--- src/rtl/rom_read_arbiter.sv ---
// Two-master AXI read arbiter in front of the single-burst boot-ROM slave.
// One burst in flight at a time; round-robin on simultaneous requests.
module rom_read_arbiter #(
  parameter int ADDR_W = 32,
  parameter int DATA_W = 32,
  parameter int ID_W   = 4,
  parameter int LEN_W  = 4,
  parameter int SIZE_W = 3
) (
  input  logic              ACLK,
  input  logic              ARESETn,
  // master 0 (instruction fetch)
  input  logic              ARVALID_M0,
  input  logic [ADDR_W-1:0] ARADDR_M0,
  input  logic [ID_W-1:0]   ARID_M0,
  input  logic [LEN_W-1:0]  ARLEN_M0,
  input  logic [SIZE_W-1:0] ARSIZE_M0,
  input  logic [1:0]        ARBURST_M0,
  output logic              ARREADY_M0,
  output logic              RVALID_M0,
  output logic [DATA_W-1:0] RDATA_M0,
  output logic [ID_W-1:0]   RID_M0,
  output logic [1:0]        RRESP_M0,
  output logic              RLAST_M0,
  input  logic              RREADY_M0,
  // master 1 (data access)
  input  logic              ARVALID_M1,
  input  logic [ADDR_W-1:0] ARADDR_M1,
  input  logic [ID_W-1:0]   ARID_M1,
  input  logic [LEN_W-1:0]  ARLEN_M1,
  input  logic [SIZE_W-1:0] ARSIZE_M1,
  input  logic [1:0]        ARBURST_M1,
  output logic              ARREADY_M1,
  output logic              RVALID_M1,
  output logic [DATA_W-1:0] RDATA_M1,
  output logic [ID_W-1:0]   RID_M1,
  output logic [1:0]        RRESP_M1,
  output logic              RLAST_M1,
  input  logic              RREADY_M1,
  // ROM slave port
  output logic              ARVALID_S,
  output logic [ADDR_W-1:0] ARADDR_S,
  output logic [ID_W-1:0]   ARID_S,
  output logic [LEN_W-1:0]  ARLEN_S,
  output logic [SIZE_W-1:0] ARSIZE_S,
  output logic [1:0]        ARBURST_S,
  input  logic              ARREADY_S,
  input  logic              RVALID_S,
  input  logic [DATA_W-1:0] RDATA_S,
  input  logic [ID_W-1:0]   RID_S,
  input  logic [1:0]        RRESP_S,
  input  logic              RLAST_S,
  output logic              RREADY_S
);

  // state | meaning
  // IDLE  | no burst owned; pick owner from requests (prio breaks ties)
  // ADDR  | owner's AR channel wired straight through to the slave
  // DATA  | slave R channel wired straight through to the owner
  typedef enum logic [1:0] {IDLE = 2'd0, ADDR = 2'd1, DATA = 2'd2} state_t;

  state_t state_q, state_d;
  logic   owner_q, owner_d;
  logic   prio_q, prio_d;
  logic   ar_valid_sel, r_ready_sel;

  always_ff @(posedge ACLK or negedge ARESETn) begin
    if (!ARESETn) begin
      state_q <= IDLE;
      owner_q <= 1'b0;
      prio_q  <= 1'b0;
    end else begin
      state_q <= state_d;
      owner_q <= owner_d;
      prio_q  <= prio_d;
    end
  end

  assign ar_valid_sel = owner_q ? ARVALID_M1 : ARVALID_M0;
  assign r_ready_sel  = owner_q ? RREADY_M1 : RREADY_M0;

  always_comb begin
    state_d    = state_q;
    owner_d    = owner_q;
    prio_d     = prio_q;
    ARREADY_M0 = 1'b0;
    ARREADY_M1 = 1'b0;
    RVALID_M0  = 1'b0;
    RDATA_M0   = '0;
    RID_M0     = '0;
    RRESP_M0   = '0;
    RLAST_M0   = 1'b0;
    RVALID_M1  = 1'b0;
    RDATA_M1   = '0;
    RID_M1     = '0;
    RRESP_M1   = '0;
    RLAST_M1   = 1'b0;
    ARVALID_S  = 1'b0;
    ARADDR_S   = '0;
    ARID_S     = '0;
    ARLEN_S    = '0;
    ARSIZE_S   = '0;
    ARBURST_S  = '0;
    RREADY_S   = 1'b0;

    case (state_q)
      IDLE: begin
        if (ARVALID_M0 && ARVALID_M1) begin
          owner_d = prio_q;
          state_d = ADDR;
        end else if (ARVALID_M0 || ARVALID_M1) begin
          owner_d = ARVALID_M1;
          state_d = ADDR;
        end
      end

      ADDR: begin
        ARVALID_S = ar_valid_sel;
        if (owner_q) begin
          ARADDR_S   = ARADDR_M1;
          ARID_S     = ARID_M1;
          ARLEN_S    = ARLEN_M1;
          ARSIZE_S   = ARSIZE_M1;
          ARBURST_S  = ARBURST_M1;
          ARREADY_M1 = ARREADY_S;
        end else begin
          ARADDR_S   = ARADDR_M0;
          ARID_S     = ARID_M0;
          ARLEN_S    = ARLEN_M0;
          ARSIZE_S   = ARSIZE_M0;
          ARBURST_S  = ARBURST_M0;
          ARREADY_M0 = ARREADY_S;
        end
        if (ar_valid_sel && ARREADY_S) state_d = DATA;
      end

      DATA: begin
        RREADY_S = r_ready_sel;
        if (owner_q) begin
          RVALID_M1 = RVALID_S;
          RDATA_M1  = RDATA_S;
          RID_M1    = RID_S;
          RRESP_M1  = RRESP_S;
          RLAST_M1  = RLAST_S;
        end else begin
          RVALID_M0 = RVALID_S;
          RDATA_M0  = RDATA_S;
          RID_M0    = RID_S;
          RRESP_M0  = RRESP_S;
          RLAST_M0  = RLAST_S;
        end
        // burst length comes only from RLAST; ARLEN is never counted
        if (RVALID_S && r_ready_sel && RLAST_S) begin
          state_d = IDLE;
          prio_d  = ~owner_q;
        end
      end

      default: state_d = IDLE;
    endcase
  end

endmodule

--- config.mk ---
export PLATFORM = sky130hd
export DESIGN_NAME = rom_read_arbiter
export DESIGN_NICKNAME = d
export VERILOG_FILES = /design/src/rtl/rom_read_arbiter.sv
export SDC_FILE = /design/constraint.sdc
export NUM_CORES = 1
export LEC_CHECK = 0
export ABC_AREA = 1
export ABC_CLOCK_PERIOD_IN_PS = 1500
export BUFFER_PORTS_ARGS = -buffer_cell sky130_fd_sc_hd__buf_2
export CAP_MARGIN = 20
export CORE_AREA = 8 8 97 99
export CTS_BUF_LIST = sky130_fd_sc_hd__clkbuf_4 sky130_fd_sc_hd__clkbuf_8
export CTS_CLUSTER_SIZE = 28
export DETAILED_ROUTE_END_ITERATION = 10
export DIE_AREA = 0 0 105 107
export SYNTH_ARGS = -nofsm -noshare
export SYNTH_HDL_FRONTEND = slang
export SYNTH_SLANG_ARGS = --single-unit
--- constraint.sdc ---
create_clock -name ACLK -period 1.5 [get_ports ACLK]
set_input_delay 0.45 -clock ACLK [delete_from_list [all_inputs] [get_ports ACLK]]
set_output_delay 0.45 -clock ACLK [all_outputs]
set_load 0.02 [all_outputs]
# Yosys cells after proc, flatten, opt, wreduce, memory -nomap -nowiden
# Cells that the tools add are included.
dict set report word_totals {
  elab_cells 64
  register_bits 4
  output_inout_bits 129
}
dict set report classes {
  mux 45
  eq_ne 5
  reduce_logical 10
  n_bitwise 1
}
# op n
set ops {}
lappend ops {{$mux W32} 6}
lappend ops {{$mux W4} 8}
lappend ops {{$mux W2} 10}
lappend ops {{$mux W1} 18}
lappend ops {{$mux W3} 2}
lappend ops {{$pmux W2 S3} 1}
lappend ops {{$logic_and A1 B1 Y1} 4}
lappend ops {{$ne A2 B2 Y1 const B} 2}
lappend ops {{$reduce_and A2 Y1} 2}
lappend ops {{$ne A3 B3 Y1 const B} 1}
lappend ops {{$reduce_and A3 Y1} 1}
lappend ops {{$eq A2 B1 Y1 const B} 1}
lappend ops {{$eq A2 B2 Y1 const B} 1}
lappend ops {{$logic_not A2 Y1} 1}
lappend ops {{$reduce_bool A2 Y1} 1}
lappend ops {{$logic_or A1 B1 Y1} 1}
lappend ops {{$not A1 Y1} 1}

# Longest topological paths before layout
dict set report depth {
  ltp_word 5
  mapped_depth 7
}

# Worst setup path after synthesis
# OpenSTA, ideal clock, no wires.
dict set report synth_path {
  kind {register -> output}
  from {reg owner_q}
  to {out ARREADY_M1}
  slack_ns -0.133
  arrival_ns 1.183
  stages_incl_launch_ff 5
  path_cell_list {dfrtp_1 -> buf_6 -> inv_8 -> buf_2 -> nor3_1}
}
dict set report synth_via {
  elab_chain_cells 2
}
# element line_no
set synth_lines {}
lappend synth_lines {{start: declaration} 63} ;# logic owner_q, owner_d;
lappend synth_lines {{start signal: assignment} 74} ;# owner_q <= owner_d;
lappend synth_lines {{$mux W1} 119} ;# if (owner_q) begin
lappend synth_lines {{$mux W1} 106} ;# case (state_q)
lappend synth_lines {{end: declaration} 33} ;# output logic ARREADY_M1,
# No other way between the ends.

# Final worst setup path
dict set report layout_path {
  from {reg owner_q}
  to {out RDATA_M0[30]}
}
dict set report layout_via {
  elab_chain_cells 2
}
# element line_no
set layout_lines {}
lappend layout_lines {{$mux W32} 139} ;# if (owner_q) begin
lappend layout_lines {{$mux W32} 106}
lappend layout_lines {{end: declaration} 21} ;# output logic [DATA_W-1:0] RDATA_M0,
# No other way between the ends.

==> out/results.tsv <==
metric	value	unit
per-cell routed wire length	18.41	microns
vias in the first global route	3402	
TritonCTS Sinks	4	
Worst Reg-to-Reg Cells	9	
crit-path max FO	15	
synthesis warning total	0	
Core Region	7928	sq um
num ports	266	
RSZ-0062 raised after global routing	true	
Synth top area share	0.2392	
final setup fails	129	
final wirelength	13180	microns
clock skew	5.338	ps
crit end category	output pin	
Max Cap Viol	0	
crit share post-route	1.282	
worst path required time	1050	ps
DP Wirelength	8451	microns
Port Buffers	265	
Power Density	1574	nW/um^2
routability cong.	0.8117	
via count	3261	
fin nets	749	
Yosys reg bits	4	
setup ws final	-423.3	ps
CTS max path bufs	2	
Num CTS Buffers	3	
CTS Hold Bufs	0	
sequential share of the synthesized area	0.06074	
post-DR vias/cell	4.554	
Fin. Hold Viols	0	
initial antenna violation count	0	
GRT Util Overall	0.1863	
largest cells by area after synthesis	nand2_1, nor2_1, a21oi_2	
DRT iter0 DRCs	115	
most common cell after layout, fill and taps aside	buf_2	
worst-skew pair later-pin latency	230	ps
Hold Crit Class	in2async	
Die H	107	microns
WP data arrival	1470	ps
Rel. slew slack	0.8048	
fill count	598	
Reg2Reg Setup Slack	200	ps
Initial Util	0.2079	
CTS Root Cell	clkbuf_8	
largest net degree at the start of global routing	29	
Final Critical Period	1923	ps
antenna cells	0	
clk slew on worst S/H paths	40	ps
pre-CTS setup slack	-165.1	ps
die width	105	microns
FF-to-FF End	prio_q	
Mapped Cells	319	
cell taking the most area after synthesis	nand2_1	
die area	11240	sq um
post-synthesis instance area	1648	sq um
most frequent cells in the layout	buf_2, buf_6, nor2_2, nand2_1, inv_1	
FF-to-FF Start	owner_q	
CTS tree	done	
Worst-Margin Slew	289.8	ps
GRT overflow	0	
first-pass GRT wire length	17340	microns
Peak VDD IR	0.0005564	V
DR pass1 iterations	4	
kind of critical path	reg2out	
Final Max Slew Viols	0	
DRC Markers	0	
area delta synth->final	213.2	%
CP startpoint kind	flop	
H-Tree Depth	1	
Max Fclk	0.5200	GHz
share of cells above drive strength 1	0.8249	
post-layout util	0.6510	
Post-DRT Antenna Nets	0	
FP Rows	33	
LEAKAGE	2.658	nW
status	finished, violations left	
Yosys cell types	19	
synthesized net count	456	
syn avg cell area	5.166	sq um
failing checks	setup timing	
setup tns final	-45210	ps
Yosys cell counts:
cell type	n
nand3_1	2
o21ai_0	4
clkbuf_1	1
dfrtp_1	4
nand4_1	1
inv_1	44
nor3_1	2
nor2_1	81
buf_6	18
a21oi_1	21
buf_2	3
inv_8	1
nand2_1	105
nor2_4	1
buf_12	2
a21oi_2	24
and2_1	2
inv_2	1
nand2_4	2
worst max-delay path, stage by stage, from the launching register on:
cell       delay, ps
dfrtp_2          430
buf_12           160
clkinv_16         80
nand2_4           90
clkbuf_16        210
nor2_2           130
buf_6            140
power by group:
| part | switching (mW) | total (mW) | internal (mW) |
|---|---|---|---|
| combinational | 4.05 | 7.64 | 3.59 |
| clock | 0.0726 | 0.274 | 0.201 |
| sequential | 0.0485 | 0.209 | 0.161 |
| total | 4.17 | 8.12 | 3.96 |
cell families after synthesis:
group / synth area share
and+or+nand+nor: 0.4677
buffers and inverters: 0.2680
AOI/OAI and AO/OA: 0.2035
DFF: 0.06075
what timing repair did:
| item | 4_1_cts | 5_1_grt |
|---|---|---|
| setup endpoints to repair | 129 | 129 |
| resized for setup | 207 | 145 |
| pin swaps | 4 | 25 |
| cloned | 5 | 10 |
| setup buffers | 8 | 2 |
metrics by stage:
step / total power [mW] / instances / area (sq um) / hold WS, ps
after global placement: 5.183 / 688 / 3528 / 262.4
after global routing: 8.506 / 716 / 5161 / 21.53
final: 8.124 / 716 / 5161 / 23.58
after CTS: 6.849 / 705 / 4415 / 27.56
after detailed placement: 5.246 / 688 / 3528 / 265.4
after floorplan: 3.769 / 319 / 2076 / 154.4
worst max-delay path by stage:
stage	start	endpoint	cells past startpoint
floorplan	owner_q	ARADDR_S[3]	6
global placement	owner_q	RRESP_M1[1]	5
detailed placement	owner_q	ARADDR_S[22]	4
CTS	state_q[0]	ARADDR_S[5]	5
global route	state_q[0]	ARADDR_S[9]	5
finish	owner_q	RDATA_M0[30]	6
layer usage:
metal	track usage	vias up	share of wire
met3	0.09058	22	0.12
met5	0	-	0
met4	0.04485	0	0.020
met2	0.3760	204	0.54
li1	-	1540	-
met1	0.1587	1495	0.32
area by class of cell:
class | instances | area, sq um | area share
repair buffers | 312 | 2805 | 0.5435
flip-flops and latches | 4 | 101.3 | 0.01964
inverters | 46 | 198.9 | 0.03855
well taps | 105 | 131.4 | 0.02545
clock buffers | 4 | 48.80 | 0.009455
multi-input cells | 245 | 1876 | 0.3634
state kept, by name (all words and copies together), names as in the netlist:
signal and flops:
state_q 2, owner_q 1, prio_q 1
No activity file was read; power rests on OpenSTA's default activity.
